==> src/rtl/md_pkg.sv <==
// Shared encodings and sizing helpers for the iterative multiply/divide unit.
package md_pkg;

    localparam int unsigned MD_DEFAULT_N = 32;

    typedef enum logic [1:0] {
        MD_MULTU = 2'b00,
        MD_MULT  = 2'b01,
        MD_DIVU  = 2'b10,
        MD_DIV   = 2'b11
    } md_op_e;

    typedef enum logic [1:0] {
        IDLE = 2'b00,
        RUN  = 2'b01,
        FIX  = 2'b10
    } md_state_e;

    // Iteration counter must hold 0..N.
    function automatic int unsigned md_cnt_width(input int unsigned n);
        return $clog2(n) + 1;
    endfunction

endpackage

==> src/rtl/md_core.sv <==
// Iterative shift-add multiply / restoring divide datapath on operand magnitudes,
// with combinational sign fix-up of the final HI/LO pair.
module md_core
    import md_pkg::*;
#(
    parameter int unsigned N = MD_DEFAULT_N
) (
    input  logic         clk,
    input  logic         rst_n,
    input  logic         load,
    input  logic         step,
    input  logic [1:0]   op,
    input  logic [N-1:0] a,
    input  logic [N-1:0] b,
    output logic [N-1:0] hi_c,
    output logic [N-1:0] lo_c
);

    localparam int unsigned W2 = 2 * N;

    logic         is_div;
    logic         neg_q;
    logic         neg_r;
    logic         div0;
    logic [N-1:0] addend;
    logic [N-1:0] acc_hi;
    logic [N-1:0] acc_lo;

    logic         op_signed;
    logic         op_div;
    logic         a_neg;
    logic         b_neg;
    logic [N-1:0] mag_a;
    logic [N-1:0] mag_b;

    // Operand decode and magnitudes; the most-negative value maps to 2^(N-1) unsigned.
    always_comb begin
        op_signed = (op == MD_MULT) || (op == MD_DIV);
        op_div    = (op == MD_DIVU) || (op == MD_DIV);
        a_neg     = op_signed & a[N-1];
        b_neg     = op_signed & b[N-1];
        mag_a     = a_neg ? N'(~a + 1'b1) : a;
        mag_b     = b_neg ? N'(~b + 1'b1) : b;
    end

    logic [N:0]   sum;
    logic [N:0]   shifted;
    logic         borrow;
    logic [N-1:0] diff;
    logic [N-1:0] hi_n;
    logic [N-1:0] lo_n;

    // One iteration: multiply shifts the product right, divide shifts the remainder left.
    always_comb begin
        sum     = {1'b0, acc_hi} + (acc_lo[0] ? {1'b0, addend} : {(N+1){1'b0}});
        shifted = {acc_hi, acc_lo[N-1]};
        borrow  = shifted < {1'b0, addend};
        diff    = shifted[N-1:0] - addend;
        if (is_div) begin
            hi_n = borrow ? shifted[N-1:0] : diff;
            lo_n = {acc_lo[N-2:0], ~borrow};
        end else begin
            hi_n = sum[N:1];
            lo_n = {sum[0], acc_lo[N-1:1]};
        end
    end

    always_ff @(posedge clk) begin
        if (!rst_n) begin
            is_div <= 1'b0;
            neg_q  <= 1'b0;
            neg_r  <= 1'b0;
            div0   <= 1'b0;
            addend <= '0;
            acc_hi <= '0;
            acc_lo <= '0;
        end else if (load) begin
            is_div <= op_div;
            neg_q  <= a_neg ^ b_neg;
            neg_r  <= a_neg;
            div0   <= op_div && (b == '0);
            addend <= op_div ? mag_b : mag_a;
            acc_hi <= '0;
            acc_lo <= op_div ? mag_a : mag_b;
        end else if (step) begin
            acc_hi <= hi_n;
            acc_lo <= lo_n;
        end
    end

    logic [W2-1:0] prod;
    logic [W2-1:0] prod_neg;

    // Sign fix; signed-overflow divide falls out of the N-bit wrap of the negate.
    always_comb begin
        prod     = {acc_hi, acc_lo};
        prod_neg = W2'(~prod + 1'b1);
        if (is_div) begin
            hi_c = neg_r ? N'(~acc_hi + 1'b1) : acc_hi;
            lo_c = div0 ? '1 : (neg_q ? N'(~acc_lo + 1'b1) : acc_lo);
        end else begin
            {hi_c, lo_c} = neg_q ? prod_neg : prod;
        end
    end

endmodule

==> src/rtl/md_unit.sv <==
// Multiply/divide unit: sequencing FSM, architectural HI/LO registers and
// pipeline stall generation around the md_core datapath.
module md_unit
    import md_pkg::*;
#(
    parameter int unsigned N = MD_DEFAULT_N
) (
    input  logic         i_CLK,
    input  logic         i_RST_N,
    input  logic         i_start,
    input  logic [1:0]   i_op,
    input  logic [N-1:0] i_A,
    input  logic [N-1:0] i_B,
    input  logic         i_mf,
    input  logic         i_mthi,
    input  logic         i_mtlo,
    input  logic [N-1:0] i_wdata,
    output logic         o_busy,
    output logic         o_stall,
    output logic         o_done,
    output logic [N-1:0] o_HI,
    output logic [N-1:0] o_LO
);

    localparam int unsigned CNT_W = md_cnt_width(N);

    md_state_e        state;
    md_state_e        state_next;
    logic [CNT_W-1:0] count;
    logic [CNT_W-1:0] count_next;
    logic             busy;
    logic             done;
    logic [N-1:0]     hi;
    logic [N-1:0]     lo;
    logic             load_c;
    logic             step_c;
    logic             fix_c;
    logic [N-1:0]     core_hi_c;
    logic [N-1:0]     core_lo_c;

    always_comb begin
        state_next = state;
        count_next = count;
        load_c     = 1'b0;
        step_c     = 1'b0;
        fix_c      = 1'b0;
        case (state)
            IDLE: begin
                if (i_start) begin
                    load_c     = 1'b1;
                    count_next = '0;
                    state_next = RUN;
                end
            end
            RUN: begin
                step_c     = 1'b1;
                count_next = count + 1'b1;
                if (count == CNT_W'(N - 1)) begin
                    state_next = FIX;
                end
            end
            FIX: begin
                fix_c      = 1'b1;
                state_next = IDLE;
            end
            default: state_next = IDLE;
        endcase
    end

    // MT writes only land while idle; the FIX write always takes HI/LO.
    always_ff @(posedge i_CLK) begin
        if (!i_RST_N) begin
            state <= IDLE;
            count <= '0;
            busy  <= 1'b0;
            done  <= 1'b0;
            hi    <= '0;
            lo    <= '0;
        end else begin
            state <= state_next;
            count <= count_next;
            busy  <= (state_next != IDLE);
            done  <= fix_c;
            if (fix_c) begin
                hi <= core_hi_c;
                lo <= core_lo_c;
            end else if (!busy) begin
                if (i_mthi) hi <= i_wdata;
                if (i_mtlo) lo <= i_wdata;
            end
        end
    end

    md_core #(.N(N)) u_core (
        .clk   (i_CLK),
        .rst_n (i_RST_N),
        .load  (load_c),
        .step  (step_c),
        .op    (i_op),
        .a     (i_A),
        .b     (i_B),
        .hi_c  (core_hi_c),
        .lo_c  (core_lo_c)
    );

    // Combinational so EX holds its instruction in the same cycle.
    assign o_stall = busy & (i_start | i_mf | i_mthi | i_mtlo);
    assign o_busy  = busy;
    assign o_done  = done;
    assign o_HI    = hi;
    assign o_LO    = lo;

endmodule

==> config.mk <==
export PLATFORM = sky130hd
export DESIGN_NAME = md_unit
export DESIGN_NICKNAME = d
export VERILOG_FILES = /design/src/rtl/md_pkg.sv /design/src/rtl/md_core.sv /design/src/rtl/md_unit.sv
export SDC_FILE = /design/constraint.sdc
export NUM_CORES = 1
export LEC_CHECK = 0
export BUFFER_PORTS_ARGS = -buffer_cell sky130_fd_sc_hd__buf_2
export CORE_ASPECT_RATIO = 1.25
export CORE_MARGIN = 2
export CORE_UTILIZATION = 55
export DETAILED_ROUTE_END_ITERATION = 7
export HOLD_SLACK_MARGIN = 0.08
export PLACE_DENSITY = 0.81
export SETUP_SLACK_MARGIN = 0.05
export SLEW_MARGIN = 10
export SYNTH_ARGS = -nofsm -noshare
export SYNTH_HDL_FRONTEND = slang
export SYNTH_SLANG_ARGS = --single-unit
==> constraint.sdc <==
create_clock -name i_CLK -period 5.2 [get_ports i_CLK]
set_input_delay 0.26 -clock i_CLK [delete_from_list [all_inputs] [get_ports i_CLK]]
set_output_delay 0.26 -clock i_CLK [all_outputs]
set_load 0.01 [all_outputs]
After elaboration in Yosys (flattened, before gate mapping). Cells that the tools add are included.

Register bits after elaboration: 174. Input bits: 104. Output and inout port bits: 67. Word-level logic and storage cells: 89.

Add/subtract/negate cells: 8. Order comparisons: 1. Eq/ne operators: 8. Mux-type cells: 31. Bitwise operators: 14. Reduce and logical (&&, ||, !) cells: 14.

Operators with widths (count): 32-bit two-way mux (21); 32-bit by 1-bit adder with 32-bit output, second input constant (4); 32-bit NOT (4); 64-bit by 1-bit adder with 64-bit output, second input constant (1); 64-bit two-way mux (1); 64-bit NOT (1); 32-bit by 33-bit adder with 33-bit output (1); 33-bit by 32-bit < comparator with 1-bit output (1); 32-bit zero test (1); 32-bit subtractor (1); 6-bit case mux with 2 select lines (1); 2-bit nonzero test (5); 6-bit by 1-bit adder with 6-bit output, second input constant (1); 2-bit equality test, second input constant (3); 6-bit by 5-bit equality test with 1-bit output, second input constant (1); 6-bit two-way mux (1); 2-bit AND reduction (3); 2-bit by 1-bit equality test with 1-bit output, second input constant (2); 1-bit two-way mux (4); 2-bit two-way mux (2); 2-bit case mux with 2 select lines (1); 1-bit bitwise AND (3); 1-bit OR (3); 2-bit zero test (1); 7 further kinds (9).

Depth between registers and ports, before layout.
Depth in word-level cells: 6. Mapped depth: 14. Depth with buffers taken out: 13.

Hierarchy. A second synthesis with hierarchy kept.

Cell total of the unflattened synthesis: 2116. Area, all modules: 15478.6 sq um.

By module, submodules not included: md_core (instances 1, cells an instance 1740, area each 12042.8 sq um, seq. area each 2001.9 sq um); md_unit (instances 1, cells an instance 376, area each 3435.8 sq um, seq. area each 1481.4 sq um).

Worst setup path after synthesis. OpenSTA, ideal clock, no wires.

Kind: reg-to-reg. Start point: reg u_core.acc_lo[0]. End point: reg u_core.acc_hi[25]. Library setup time: 0.119 ns. Arrival: 2.920 ns. Required time: 5.081 ns. Path slack: 2.161 ns. Cell stages (with the launch flop): 14. Buffers on the path: 1. Period minus slack after synthesis: 3.039 ns. Path through: dfxtp_1 > inv_1 > buf_1 > nor2_1 > ha_1 > a21o_1 > a21o_1 > a21oi_1 > a211oi_1 > o31ai_1 > nand2b_1 > a221oi_1 > mux2_1 > o221a_1.

Longest elaborated chain between the ends: 3.

Ends and longest elaborated chain: start: declaration (RTL line md_core.sv:27) `logic [N-1:0] acc_lo;`; start signal: assignment (RTL line md_core.sv:84) `acc_lo <= op_div ? mag_a : mag_b;`; start signal: assignment (RTL line md_core.sv:87) `acc_lo <= lo_n;`; 32-bit two-way mux (RTL line md_core.sv:55) `sum = {1'b0, acc_hi} + (acc_lo[0] ? {1'b0, addend} : {(N+1){1'b0}});`; 32-bit by 33-bit adder with 33-bit output (RTL line md_core.sv:55); 32-bit two-way mux (RTL line md_core.sv:59) `if (is_div) begin`; end signal: assignment (RTL line md_core.sv:86) `acc_hi <= hi_n;`; end: declaration (RTL line md_core.sv:26) `logic [N-1:0] acc_hi;`.

Every way passes these cells. A chain may end at the register's enable or synchronous reset.

Worst setup path after layout.
Start point: reg u_core.acc_lo[0]. End point: reg hi[4], in the netlist o_HI[4].

Longest elaborated chain between the ends: 5.

Ends and longest elaborated chain: 64-bit NOT (RTL line md_core.sv:97) `prod_neg = W2'(~prod + 1'b1);`; 64-bit by 1-bit adder with 64-bit output (RTL line md_core.sv:97); 64-bit two-way mux (RTL line md_core.sv:102) `{hi_c, lo_c} = neg_q ? prod_neg : prod;`; 32-bit two-way mux (RTL line md_core.sv:98) `if (is_div) begin`; 32-bit two-way mux (RTL line md_unit.sv:84) `if (fix_c) begin`; end signal: assignment (RTL line md_unit.sv:85) `hi <= core_hi_c;`; end signal: assignment (RTL line md_unit.sv:88) `if (i_mthi) hi <= i_wdata;`; end: declaration (RTL line md_unit.sv:33) `logic [N-1:0] hi;`.

Every way passes these cells.

==> metrics.txt <==
Unique masters post-synth 80; WL final 50.6 mm; Worst setup EP type register; CP Class register to register; global-route wire length before repair 77.8 mm; Initial Util 0.561; number of global-route vias before repair 14143; row cnt 66; Setup Buffers After CTS 0; Seq pwr share 0.366; syn avg cell area 7.51 um2; Worst-path clk slew 0.08 ns; clk_skew 0.0144 ns; Hold Fails Final Rpt 0; Hold-fix buffers, CTS 0; Synth top area share 0.238; status complete, no violations; routability cong. 1.01; Tightest Hold Check Type primary input to register; Die Wd 150 um; Final ANT Viol Nets 0; initial antenna violation count 0; Internal Power 2.61 mW; Worst Path Arrival 4.20 ns; maximum achievable frequency 258 MHz; RSZ-0062 raised after global routing false; top-count cell post-synth a21oi_1; Synthesized Nets 2122; Synth async-reset ratio 0; nets 2193; number of flops mapped to enable cells by yosys 0; Via density 6.56; total of max-cap violations 0; cts bufs inserted 17; aggregate global routing overflow 0; pin count of the biggest net entering global routing 78; dpl cells 2339; clk_lat worst skew 0.46 ns; quantity of gates resized following cts 0; Die Ht 186 um; worst rel slew slack 0.181; Synth area leaders dfxtp_1 24%, a21oi_1 6.8%, mux2i_1 6.2%; Finished Core Util 0.620; Top FF cell, synth dfxtp_1; Area growth, synth to finish 10.5%; Sw Share 0.386; setup_tns 0 ns; DPL Wire Length 38.7 mm; cell taking the most area after synthesis dfxtp_1; root buffer cell clkbuf_16; register area share after synthesis 0.238; Post-synth top cells 199 x a21oi_1, 174 x dfxtp_1, 172 x nor2_1, 155 x nand2_1, 121 x clkbuf_1; Hold WS 0.106 ns; crit path max fanout 33; CTS tree built; share of cells above drive strength 1 0.132; Peak VDD IR 0.000257 V; WL/cell 21.3 um; total track usage 0.351; clock tree sinks 174; Tcrit/Tclk final 0.746; Gate Count Post-Synth 1947; Lkg Pwr 6.65 nW; synthesis warning total 0; Core ar. 26100 um2; pwr dens 263 nW/um2; Comb pwr share 0.329; H-tree depth 4; Sw Pwr 1.64 mW; vias after detailed routing 15563; Worst-Margin Slew 1.23 ns; Cell Count, Final, Fillers Out 2371; Residual DRC 0; Final Critical Period 3.88 ns; # IOs 171; TritonRoute pass-1 iters 7; crit path launch type register; Critical Path RT 5.52 ns; clock network power share 0.305; Cell Area, Synth 14600 um2; Final setup viols 0; max-slew violation count 0; port bufs 170; Clock Tree Buf Depth 2; Starting DRT DRC Count 1567; Die ar. 27900 um2; n_diodes 0; register bit total from synthesis 174
[routing by layer]
layer / wire length, um / track usage
met1: 20600 / 0.463
met2: 23300 / 0.556
met3: 4040 / 0.0482
met4: 2630 / 0.182
met5: 0 / 0
[per-stage QoR]
step | cell area [um2] | power, mW | setup WS, ns
final | 16200 | 4.25 | 1.32
after global routing | 16200 | 4.42 | 1.04
after CTS | 16200 | 4.20 | 1.39
after detailed placement | 15600 | 2.93 | 1.41
after global placement | 15600 | 2.92 | 1.65
after floorplan | 14600 | 2.51 | 2.16
[sequential cells by signal (all words and copies together), names as in the netlist]
register and flops:
o_HI 32, o_LO 32, u_core.acc_hi 32, u_core.acc_lo 32, u_core.addend 32, count 6, state 2, o_busy 1
o_done 1, u_core.div0 1, u_core.is_div 1, u_core.neg_q 1, u_core.neg_r 1
[worst max-delay path: stages (launching register included)]
cell,delay (ns)
dfxtp_1,0.35
inv_1,0.06
buf_4,0.34
ha_1,0.24
or3b_1,0.42
nor4_1,0.30
nand4b_1,0.20
or2_1,0.33
o21ai_1,0.82
o21ai_1,0.22
xor2_1,0.20
a21oi_1,0.18
nor2_1,0.05
[cell type report]
cell class              count  area, um2
inverters                  65        244
well taps                 340        425
fillers                  2426       9920
repair buffers            194       1030
clock buffers              17        425
multi-input cells        1566      10400
flip-flops and latches    174       3480
clock inverters            15        166
[power by group through the flow]
stage          registers [mW]  logic (mW)  clock network, mW
6_report                 1.55        1.40               1.30
4_1_cts                  1.55        1.36               1.29
2_1_floorplan            1.53       0.985                  0
3_3_place_gp             1.58        1.34                  0
3_5_place_dp             1.58        1.35                  0
5_1_grt                  1.56        1.52               1.35
[path summary, 6_finish.rpt]
check                   startpoint               end  slack [ns]  cells past startpoint
setup / recovery  u_core.acc_lo[0]           o_HI[4]        1.32                     12
hold / removal         i_wdata[11]          o_HI[11]        0.11                      3
setup reg to reg  u_core.acc_lo[0]           o_HI[4]        1.32                     12
hold reg to reg   u_core.addend[8]  u_core.addend[8]        0.46                      2
[kinds of logic after synthesis]
| family | after synthesis | share of synthesized area |
|---|---|---|
| xor+xnor | 171 | 0.102 |
| buf+inv | 207 | 0.0537 |
| compound gates | 684 | 0.293 |
| mux | 108 | 0.0754 |
| simple gates | 532 | 0.175 |
| flops | 174 | 0.238 |
| fa+ha+maj | 71 | 0.0617 |
[cell usage in the layout (no fill, tap or decap), types with 19 or more instances in the layout]
master / netlist / routed
xnor2_1: 79 / 79
o21ai_0: 106 / 106
o211ai_1: 24 / 24
nand2b_1: 21 / 21
a21oi_1: 199 / 197
nand3_1: 25 / 25
a21o_1: 35 / 35
xor2_1: 92 / 92
o21ai_1: 71 / 71
dfxtp_1: 174 / 173
inv_1: 63 / 62
nand2_1: 155 / 155
buf_4: 1 / 24
a221oi_1: 56 / 56
buf_2: 4 / 170
mux2i_1: 90 / 90
ha_1: 69 / 69
or4_1: 19 / 19
nor2_1: 172 / 171
a211oi_1: 35 / 35
o22ai_1: 34 / 34
nor3_1: 36 / 36
o31ai_1: 26 / 26
Note: power is estimated with default switching activity, not from simulation.
